**config.mk**
```make
export PLATFORM = sky130hd
export DESIGN_NAME = hazard_controller
export DESIGN_NICKNAME = d
export VERILOG_FILES = /design/src/rtl/hazard_pkg.sv /design/src/rtl/mem_wait_fsm.sv /design/src/rtl/hazard_controller.sv
export SDC_FILE = /design/constraint.sdc
export NUM_CORES = 1
export LEC_CHECK = 0
export ABC_AREA = 0
export BUFFER_PORTS_ARGS = -buffer_cell sky130_fd_sc_hd__buf_2
export CORE_MARGIN = 2
export CORE_UTILIZATION = 46
export CTS_CLUSTER_SIZE = 28
export DETAILED_ROUTE_END_ITERATION = 16
export HOLD_SLACK_MARGIN = 0.12
export PLACE_DENSITY = 0.76
export SETUP_SLACK_MARGIN = 0.3
export SYNTH_ARGS = -nofsm -noshare
export SYNTH_HDL_FRONTEND = slang
export SYNTH_SLANG_ARGS = --single-unit
```
**constraint.sdc**
```tcl
create_clock -name clk -period 2.3 [get_ports clk]
set_input_delay 0.345 -clock clk [delete_from_list [all_inputs] [get_ports clk]]
set_output_delay 0.345 -clock clk [all_outputs]
set_load 0.01 [all_outputs]
```
**src/rtl/hazard_pkg.sv**
```systemverilog
`default_nettype none
// +----------------------------------------------------------------------+
// | hazard_pkg : shared types and helpers for the pipeline hazard unit    |
// | Rev 1.0                                                               |
// +----------------------------------------------------------------------+
package hazard_pkg;

  typedef enum logic [1:0] {
    FWD_RF  = 2'b00,
    FWD_WB  = 2'b01,
    FWD_MEM = 2'b10
  } fwd_sel_t;

  typedef enum logic [1:0] {
    IDLE  = 2'd0,
    WAIT  = 2'd1,
    GRANT = 2'd2
  } mem_state_t;

  localparam logic [3:0] REG_PC = 4'd15;

  // The PC is read directly in E, so it is never a forwarding target.
  function automatic fwd_sel_t fwd_sel(
    input logic       reg_write_m,
    input logic [3:0] wa3_m,
    input logic       reg_write_w,
    input logic [3:0] wa3_w,
    input logic [3:0] ra_e
  );
    fwd_sel_t sel;
    sel = FWD_RF;
    if (ra_e != REG_PC) begin
      if (reg_write_m && (wa3_m == ra_e))      sel = FWD_MEM;
      else if (reg_write_w && (wa3_w == ra_e)) sel = FWD_WB;
    end
    return sel;
  endfunction

endpackage
`default_nettype wire

```
**src/rtl/mem_wait_fsm.sv**
```systemverilog
`default_nettype none
// +----------------------------------------------------------------------+
// | mem_wait_fsm : inserts MEM_LAT stall cycles per data-memory access    |
// | Rev 1.0                                                               |
// +----------------------------------------------------------------------+
module mem_wait_fsm
  import hazard_pkg::*;
#(
  parameter int MEM_LAT = 2
) (
  input  logic clk,
  input  logic rst,
  input  logic MemReqM,
  output logic memStall,
  output logic busy
);

  localparam int c_CW = (MEM_LAT < 2) ? 1 : $clog2(MEM_LAT);

  generate
    if (MEM_LAT == 0) begin : g_no_wait
      assign memStall = 1'b0;
      assign busy     = 1'b0;
    end else begin : g_wait
      localparam logic [c_CW-1:0] c_LOAD = c_CW'(MEM_LAT - 1);
      localparam logic [c_CW-1:0] c_ONE  = c_CW'(1);

      mem_state_t       r_state;
      mem_state_t       w_state_nxt;
      logic [c_CW-1:0]  r_cnt;
      logic [c_CW-1:0]  w_cnt_nxt;
      logic             w_stall;

      always_ff @(posedge clk or negedge rst) begin
        if (!rst) begin
          r_state <= IDLE;
          r_cnt   <= '0;
        end else begin
          r_state <= w_state_nxt;
          r_cnt   <= w_cnt_nxt;
        end
      end

      // GRANT ignores MemReqM so a following access re-enters from IDLE.
      always_comb begin
        w_state_nxt = r_state;
        w_cnt_nxt   = r_cnt;
        w_stall     = 1'b0;
        case (r_state)
          IDLE: begin
            if (MemReqM) begin
              w_stall = 1'b1;
              if (MEM_LAT == 1) begin
                w_state_nxt = GRANT;
              end else begin
                w_state_nxt = WAIT;
                w_cnt_nxt   = c_LOAD;
              end
            end
          end
          WAIT: begin
            w_stall   = 1'b1;
            w_cnt_nxt = r_cnt - c_ONE;
            if (r_cnt == c_ONE) w_state_nxt = GRANT;
          end
          GRANT:   w_state_nxt = IDLE;
          default: w_state_nxt = IDLE;
        endcase
      end

      assign memStall = rst & w_stall;
      assign busy     = (r_state != IDLE);
    end
  endgenerate

endmodule
`default_nettype wire

```
**src/rtl/hazard_controller.sv**
```systemverilog
`default_nettype none
// +----------------------------------------------------------------------+
// | hazard_controller : forwarding, stall/flush sequencing, stall counter |
// | Rev 1.0                                                               |
// +----------------------------------------------------------------------+
module hazard_controller
  import hazard_pkg::*;
#(
  parameter int MEM_LAT = 2,
  parameter int CNT_W   = 16
) (
  input  logic             clk,
  input  logic             rst,
  input  logic [3:0]       Ra1D,
  input  logic [3:0]       Ra2D,
  input  logic [3:0]       Ra1E,
  input  logic [3:0]       Ra2E,
  input  logic [3:0]       WA3E,
  input  logic [3:0]       WA3M,
  input  logic [3:0]       WA3W,
  input  logic             RegWriteM,
  input  logic             RegWriteW,
  input  logic             MemtoRegE,
  input  logic             MemReqM,
  input  logic             PCSrcE,
  output logic [1:0]       ForwardAE,
  output logic [1:0]       ForwardBE,
  output logic             StallF,
  output logic             StallD,
  output logic             StallE,
  output logic             StallM,
  output logic             FlushD,
  output logic             FlushE,
  output logic             FlushW,
  output logic             mem_busy,
  output logic [CNT_W-1:0] stall_cycles
);

  logic             w_mem_stall;
  logic             w_ld_stall;
  logic [CNT_W-1:0] r_stall_cycles;

  mem_wait_fsm #(
    .MEM_LAT (MEM_LAT)
  ) u_mem_wait_fsm (
    .clk      (clk),
    .rst      (rst),
    .MemReqM  (MemReqM),
    .memStall (w_mem_stall),
    .busy     (mem_busy)
  );

  assign ForwardAE  = fwd_sel(RegWriteM, WA3M, RegWriteW, WA3W, Ra1E);
  assign ForwardBE  = fwd_sel(RegWriteM, WA3M, RegWriteW, WA3W, Ra2E);
  assign w_ld_stall = MemtoRegE & ((WA3E == Ra1D) | (WA3E == Ra2D));

  // A memory stall freezes E, so branch/load-use are re-evaluated on release.
  always_comb begin
    StallF = 1'b0;
    StallD = 1'b0;
    StallE = 1'b0;
    StallM = 1'b0;
    FlushD = 1'b0;
    FlushE = 1'b0;
    FlushW = 1'b0;
    if (w_mem_stall) begin
      StallF = 1'b1;
      StallD = 1'b1;
      StallE = 1'b1;
      StallM = 1'b1;
      FlushW = 1'b1;
    end else begin
      StallF = w_ld_stall;
      StallD = w_ld_stall;
      FlushD = PCSrcE;
      FlushE = w_ld_stall | PCSrcE;
    end
  end

  always_ff @(posedge clk or negedge rst) begin
    if (!rst) begin
      r_stall_cycles <= '0;
    end else if (StallF && (r_stall_cycles != {CNT_W{1'b1}})) begin
      r_stall_cycles <= r_stall_cycles + CNT_W'(1);
    end
  end

  assign stall_cycles = r_stall_cycles;

endmodule
`default_nettype wire

```
== Yosys cells after proc, flatten, opt, wreduce, memory -nomap -nowiden ==
Cells that the tools add are included.

* $add $sub $neg: 2
* Equality and inequality tests: 12
* Mux-type cells: 17
* Bitwise operators: 4
* Reduce and logical (&&, ||, !) cells: 10

{| class="wikitable"
|+ Operators by type and width
! operator !! count
|-
| 4-bit equality test || 6
|-
| 16-bit by 1-bit adder with 16-bit output, second input constant || 1
|-
| 16-bit != test, second input constant || 1
|-
| 2-bit two-way mux || 6
|-
| 1-bit two-way mux || 8
|-
| 4-bit != test, second input constant || 2
|-
| 1-bit logical AND || 5
|-
| 1-bit one-hot mux with 2 select lines || 2
|-
| 2-bit one-hot mux with 2 select lines || 1
|-
| 2-bit AND reduction || 2
|-
| 2-bit nonzero test || 2
|-
| 1-bit AND || 2
|-
| 2-bit by 1-bit equality test with 1-bit output, second input constant || 1
|-
| 2-bit logical NOT || 1
|-
| 2-bit by 1-bit != test with 1-bit output, second input constant || 1
|-
| 2-bit != test, second input constant || 1
|-
| 1-bit bitwise OR || 2
|-
| 1-bit subtractor, second input constant || 1
|}

* Register bits: 19
* Input bits: 35
* Output and inout bits: 28
* Word-level logic and storage cells: 48

== Logic depth before layout (Yosys ltp) ==
* Depth after elaboration: 5
* Mapped depth: 7
* Depth with buffers taken out: 6

== By module ==
A second synthesis with hierarchy kept.

* Cell total of the unflattened synthesis: 135
* Area total of the unflattened synthesis: 1251.2 um2

{| class="wikitable"
|+ Modules (own cells, without submodules)
! module !! times used !! cells each !! area an instance (um2) !! sequential area each (um2)
|-
| hazard_controller || 1 || 122 || 1119.8 || 400.4
|-
| mem_wait_fsm || 1 || 13 || 131.4 || 75.1
|}

== Worst setup path before layout ==
Ideal clock, no wire load.

* Path kind: reg-to-reg
* Start: register u_mem_wait_fsm.g_wait.r_state[0]
* End: register r_stall_cycles[1] (netlist: stall_cycles[1])
* Setup time: 0.125 ns
* Data arrival time: 1.583 ns
* Required time: 2.175 ns
* Setup slack: 0.592 ns
* Cell stages (with the launch flop): 7
* Path buffers: 0
* Period minus slack after synthesis: 1.708 ns
* Cells stage by stage: dfrtp_1 > o21ba_1 > nand2_4 > inv_2 > or3_4 > nand2_1 > mux2_2

* Cells in the longest elaborated chain, start to end: 5
* Elaborated cells on any way between the ends: 6
* Classes of those cells: eq/ne (1); mux (2); bitwise (1); reduce/logical (2)

{| class="wikitable"
|+ RTL lines
! element !! line !! RTL
|-
| from (decl) || mem_wait_fsm.sv:28 || <nowiki>mem_state_t r_state;</nowiki>
|-
| from (signal assigned) || mem_wait_fsm.sv:39 || <nowiki>r_state <= w_state_nxt;</nowiki>
|-
| 2-bit by 1-bit equality test with 1-bit output / 2-bit logical NOT (equally long branches) || mem_wait_fsm.sv:49 || <nowiki>case (r_state)</nowiki>
|-
| 1-bit one-hot mux with 2 select lines * || mem_wait_fsm.sv:49 ||
|-
| 1-bit AND * || mem_wait_fsm.sv:71 || <nowiki>assign memStall = rst & w_stall;</nowiki>
|-
| 1-bit two-way mux * || hazard_controller.sv:66 || <nowiki>if (w_mem_stall) begin</nowiki>
|-
| 1-bit logical AND * || hazard_controller.sv:83 || <nowiki>end else if (StallF && (r_stall_cycles != {CNT_W{1'b1}})) begin</nowiki>
|-
| to (signal assigned) || hazard_controller.sv:84 || <nowiki>r_stall_cycles <= r_stall_cycles + CNT_W'(1);</nowiki>
|-
| to (decl) || hazard_controller.sv:41 || <nowiki>logic [CNT_W-1:0] r_stall_cycles;</nowiki>
|}

Mark *: on every way between the ends. The rest lies on a longest branch, timed or not.
A chain may end at the register's enable or synchronous reset.

== Worst setup path in the final report ==
* Start: input port rst
* End: register r_stall_cycles[1] (netlist: stall_cycles[1])

* Cells in the longest elaborated chain, start to end: 3

{| class="wikitable"
|+ RTL lines
! element !! line !! RTL
|-
| from (decl) || hazard_controller.sv:13 || <nowiki>input logic rst,</nowiki>
|-
| 1-bit AND || mem_wait_fsm.sv:71 ||
|-
| 1-bit two-way mux || hazard_controller.sv:66 ||
|-
| 1-bit logical AND || hazard_controller.sv:83 ||
|}

No other way between the ends.

==> flow_metrics.py <==
metrics = {
    "cts": {
        "clock-sinks": 19,
        "htree_levels": 1,
        "cts_tree": "yes",
        "cts-buffers-inserted": 3,
        "path_clk_slew_ns": 0.11,
        "clockRootBuffer": "clkbuf_4",
        "cts.path.max_buffers": 2,
        "worstSkewPairLatency_ns": 0.31,
    },
    "global_routing": {
        "grt_usage_pct": 19.6,
        "grt_overflow": 0,
        "grt.busiest_layer": "met2",
        "grt_max_degree": 20,
        "grt_use_met1_pct": 22.1,
        "grt_use_met2_pct": 34.6,
        "antenna_found_initial": 0,
        "grt_pass1_vias": 1195,
        "grt_pass1_wl_um": 5020,
        "use_met3_pct": 5.76,
    },
    "worst_setup_path": {
        "required_ns": 2.51,
        "arrival_ns": 2.12,
        "cp-end-kind": "flop",
        "startpoint": "rst",
        "r2r_start": "u_mem_wait_fsm.g_wait.r_state[0]",
        "r2r_setup_slack_ns": 0.43,
        "crit_type": "in -> reg",
        "path_max_fanout": 13,
        "rr_endpoint": "stall_cycles[1]",
        "start_kind": "primary input",
        "ff2ff_path_depth": 6,
    },
    "power": {
        "peakVddDrop_mv": 0.597,
        "p_sw_share_pct": 38.1,
        "p_per_area_mw_per_mm2": 678,
        "switchingPower_w": 0.000426,
        "total_power_w": 0.00112,
        "p_comb_share_pct": 41.9,
        "power_frac_seq_pct": 43.1,
        "p_leak_nw": 0.815,
        "internal-power_w": 0.000691,
        "pwr-share-clk_pct": 15.0,
    },
    "timing": {
        "fin_setup_tns_ns": 0,
        "final.setup_skew_ns": 0.0137,
        "slew_viol_final": 0,
        "min_period_ns": 1.92,
        "tightest_slew_ns": 0.397,
        "relSlewSlack_pct": 73.3,
        "final.period_utilization_pct": 83.3,
        "rsz0062_at_grt": "no",
        "final-setup-viol-count": 0,
        "hold_viol": 0,
        "clock.fmax_ghz": 0.522,
    },
    "job": {
        "drv_cap": 0,
    },
    "routing": {
        "firstDrtPassIters": 5,
        "totalWireLength_um": 3000,
        "drc": 0,
        "via_per_inst": 5.23,
        "drt_iter0_drc": 24,
        "routedWlPerCell_um": 13.0,
        "ant_nets": 0,
        "vias": 1203,
    },
    "final_layout": {
        "multi_input_area_um2": 754,
        "seq_area_um2": 475,
        "antennaDiodeCount": 0,
        "drive_gt1_share_pct": 38.7,
        "fin_nets": 236,
        "syn_to_final_growth_pct": 28.0,
        "fillers": 253,
    },
    "yosys": {
        "synth_cell_types": 31,
        "synth_edf_count": 0,
        "synthArstFlopShare_pct": 100,
        "synth_seq_cells": 19,
        "ys_seq_area_share_pct": 37.0,
        "netlist_area_mm2": 0.00129,
        "syn_avg_cell_area_um2": 9.53,
        "netlist_instances": 135,
        "ys.warnings.count": 0,
        "synthFlopType": "dfrtp_1",
        "syn_nets": 171,
    },
    "floorplanning": {
        "die_y_um": 56.9,
        "die-area_mm2": 0.00324,
        "rows": 19,
        "ios": 63,
        "floorplan.initialDensity_pct": 47.5,
        "die_x_um": 56.9,
        "core-area_mm2": 0.00271,
    },
    "status": {
        "run_status": "finished, final reports clean",
    },
    "placement": {
        "port_buffers": 62,
        "dp_hpwl_um": 2510,
        "gp_congestion": 0.897,
    },
    "hold_path": {
        "hold_path.class": "reg -> reg",
        "hold_end": "u_mem_wait_fsm.g_wait.r_state[1]",
        "worstHoldStart": "u_mem_wait_fsm.g_wait.r_state[1]",
        "hold-path-cell-count": 1,
    },
}
[cell usage after synthesis (2+ instances only)]
cell	n	area, µm²
nand4b_1	3	26.3
a21oi_1	2	10.0
buf_4	4	30.0
o21ai_0	3	15.0
and2_1	2	12.5
xnor2_1	18	158
nor3_1	5	25.0
inv_1	3	11.3
nand4_1	5	31.3
nor2_1	8	30.0
nand2_1	9	33.8
dfrtp_1	19	475
xor2_1	19	166
a41oi_1	2	17.5
and3_1	5	31.3
nand3_1	13	65.1
[state kept, by name, summed over array words and instances (netlist names)]
register	flops
u_mem_wait_fsm.g_wait.r_cnt	1
stall_cycles	16
u_mem_wait_fsm.g_wait.r_state	2
[critical path, cell delays in order]
cell and delay (ns):
dlygate4sd3_1 0.53, buf_2 0.15, nand2_4 0.08, inv_2 0.07, or3_4 0.47, nand2_1 0.14
mux2_2 0.34
[routing by layer]
metal / share of wire, % / wire length, µm
met3: 4.6 / 139
met4: 2.1 / 62
met2: 54 / 1620
met1: 39 / 1180
met5: 0 / 0
[power groups by stage]
stage                     Sequential [W]  Combinational (W)  Clock, W
after floorplan                 0.000497           0.000289         0
final                           0.000481           0.000468  0.000167
after CTS                       0.000480           0.000473  0.000172
after detailed placement        0.000488           0.000469         0
after global routing            0.000494           0.000516  0.000183
after global placement          0.000480           0.000451         0
[metrics by stage]
step / cells / setup slack, ns / cell area [µm²] / utilization (%) / hold slack [ns]
finish: 230 / 0.384 / 1650 / 60.8 / 0.476
global route: 230 / 0.328 / 1650 / 60.8 / 0.487
CTS: 230 / 0.394 / 1650 / 60.8 / 0.476
detailed placement: 225 / 0.395 / 1610 / 59.4 / 0.387
global placement: 225 / 0.443 / 1610 / 59.4 / 0.381
floorplan: 135 / 0.592 / 1290 / - / 0.0494
[how the worst max path moves through the flow]
stage | endpoint | slack (ns) | depth (start not counted)
2_1_floorplan | stall_cycles[1] | 0.59 | 6
3_3_place_gp | stall_cycles[1] | 0.44 | 7
3_5_place_dp | stall_cycles[1] | 0.39 | 7
4_1_cts | stall_cycles[1] | 0.39 | 7
5_1_grt | stall_cycles[1] | 0.33 | 7
6_report | stall_cycles[1] | 0.38 | 7
[layout make-up]
class	instances	share of cell area, %
Clock buffer	3	1.37
Clock inverter	1	0.304
Inverter	4	0.912
Multi-Input combinational cell	107	45.8
Sequential cell	19	28.9
Tap cell	31	2.36
Timing Repair Buffer	65	20.4
[kinds of logic after synthesis]
| family | after synthesis | synth area share [%] |
|---|---|---|
| buf+inv | 9 | 4.38 |
| simple gates | 57 | 25.0 |
| compound gates | 11 | 6.61 |
| fa+ha+maj | 1 | 0.973 |
| flops | 19 | 37.0 |
| mux | 1 | 0.875 |
| xor+xnor | 37 | 25.2 |
[layout by cell type (no fill, tap or decap)]
master / count
a211oi_2: 1
a21oi_1: 2
a2bb2oi_2: 1
a41oi_1: 2
and2_1: 2
and3_1: 5
buf_2: 62
buf_4: 2
clkbuf_4: 3
clkinv_2: 1
dfrtp_1: 19
dlygate4sd3_1: 1
ha_1: 1
inv_1: 3
inv_2: 1
mux2_2: 1
nand2_1: 9
nand2_4: 1
nand3_1: 13
nand3_2: 1
nand4_1: 5
nand4b_1: 3
nor2_1: 8
nor3_1: 5
nor4_1: 1
nor4_2: 1
nor4b_1: 1
o21ai_0: 3
o21ai_1: 1
o21ba_1: 1
or2_2: 1
or3_4: 1
xnor2_1: 18
xor2_1: 19
[repair_timing]
action | in CTS | in global routing
hold buffers | 1 | 0
gates resized for setup | 0 | 0
setup endpoints to repair | 0 | 0
setup buffers | 0 | 0
hold endpoints to repair | 19 | 0
Note: power is estimated with default switching activity, not from simulation.
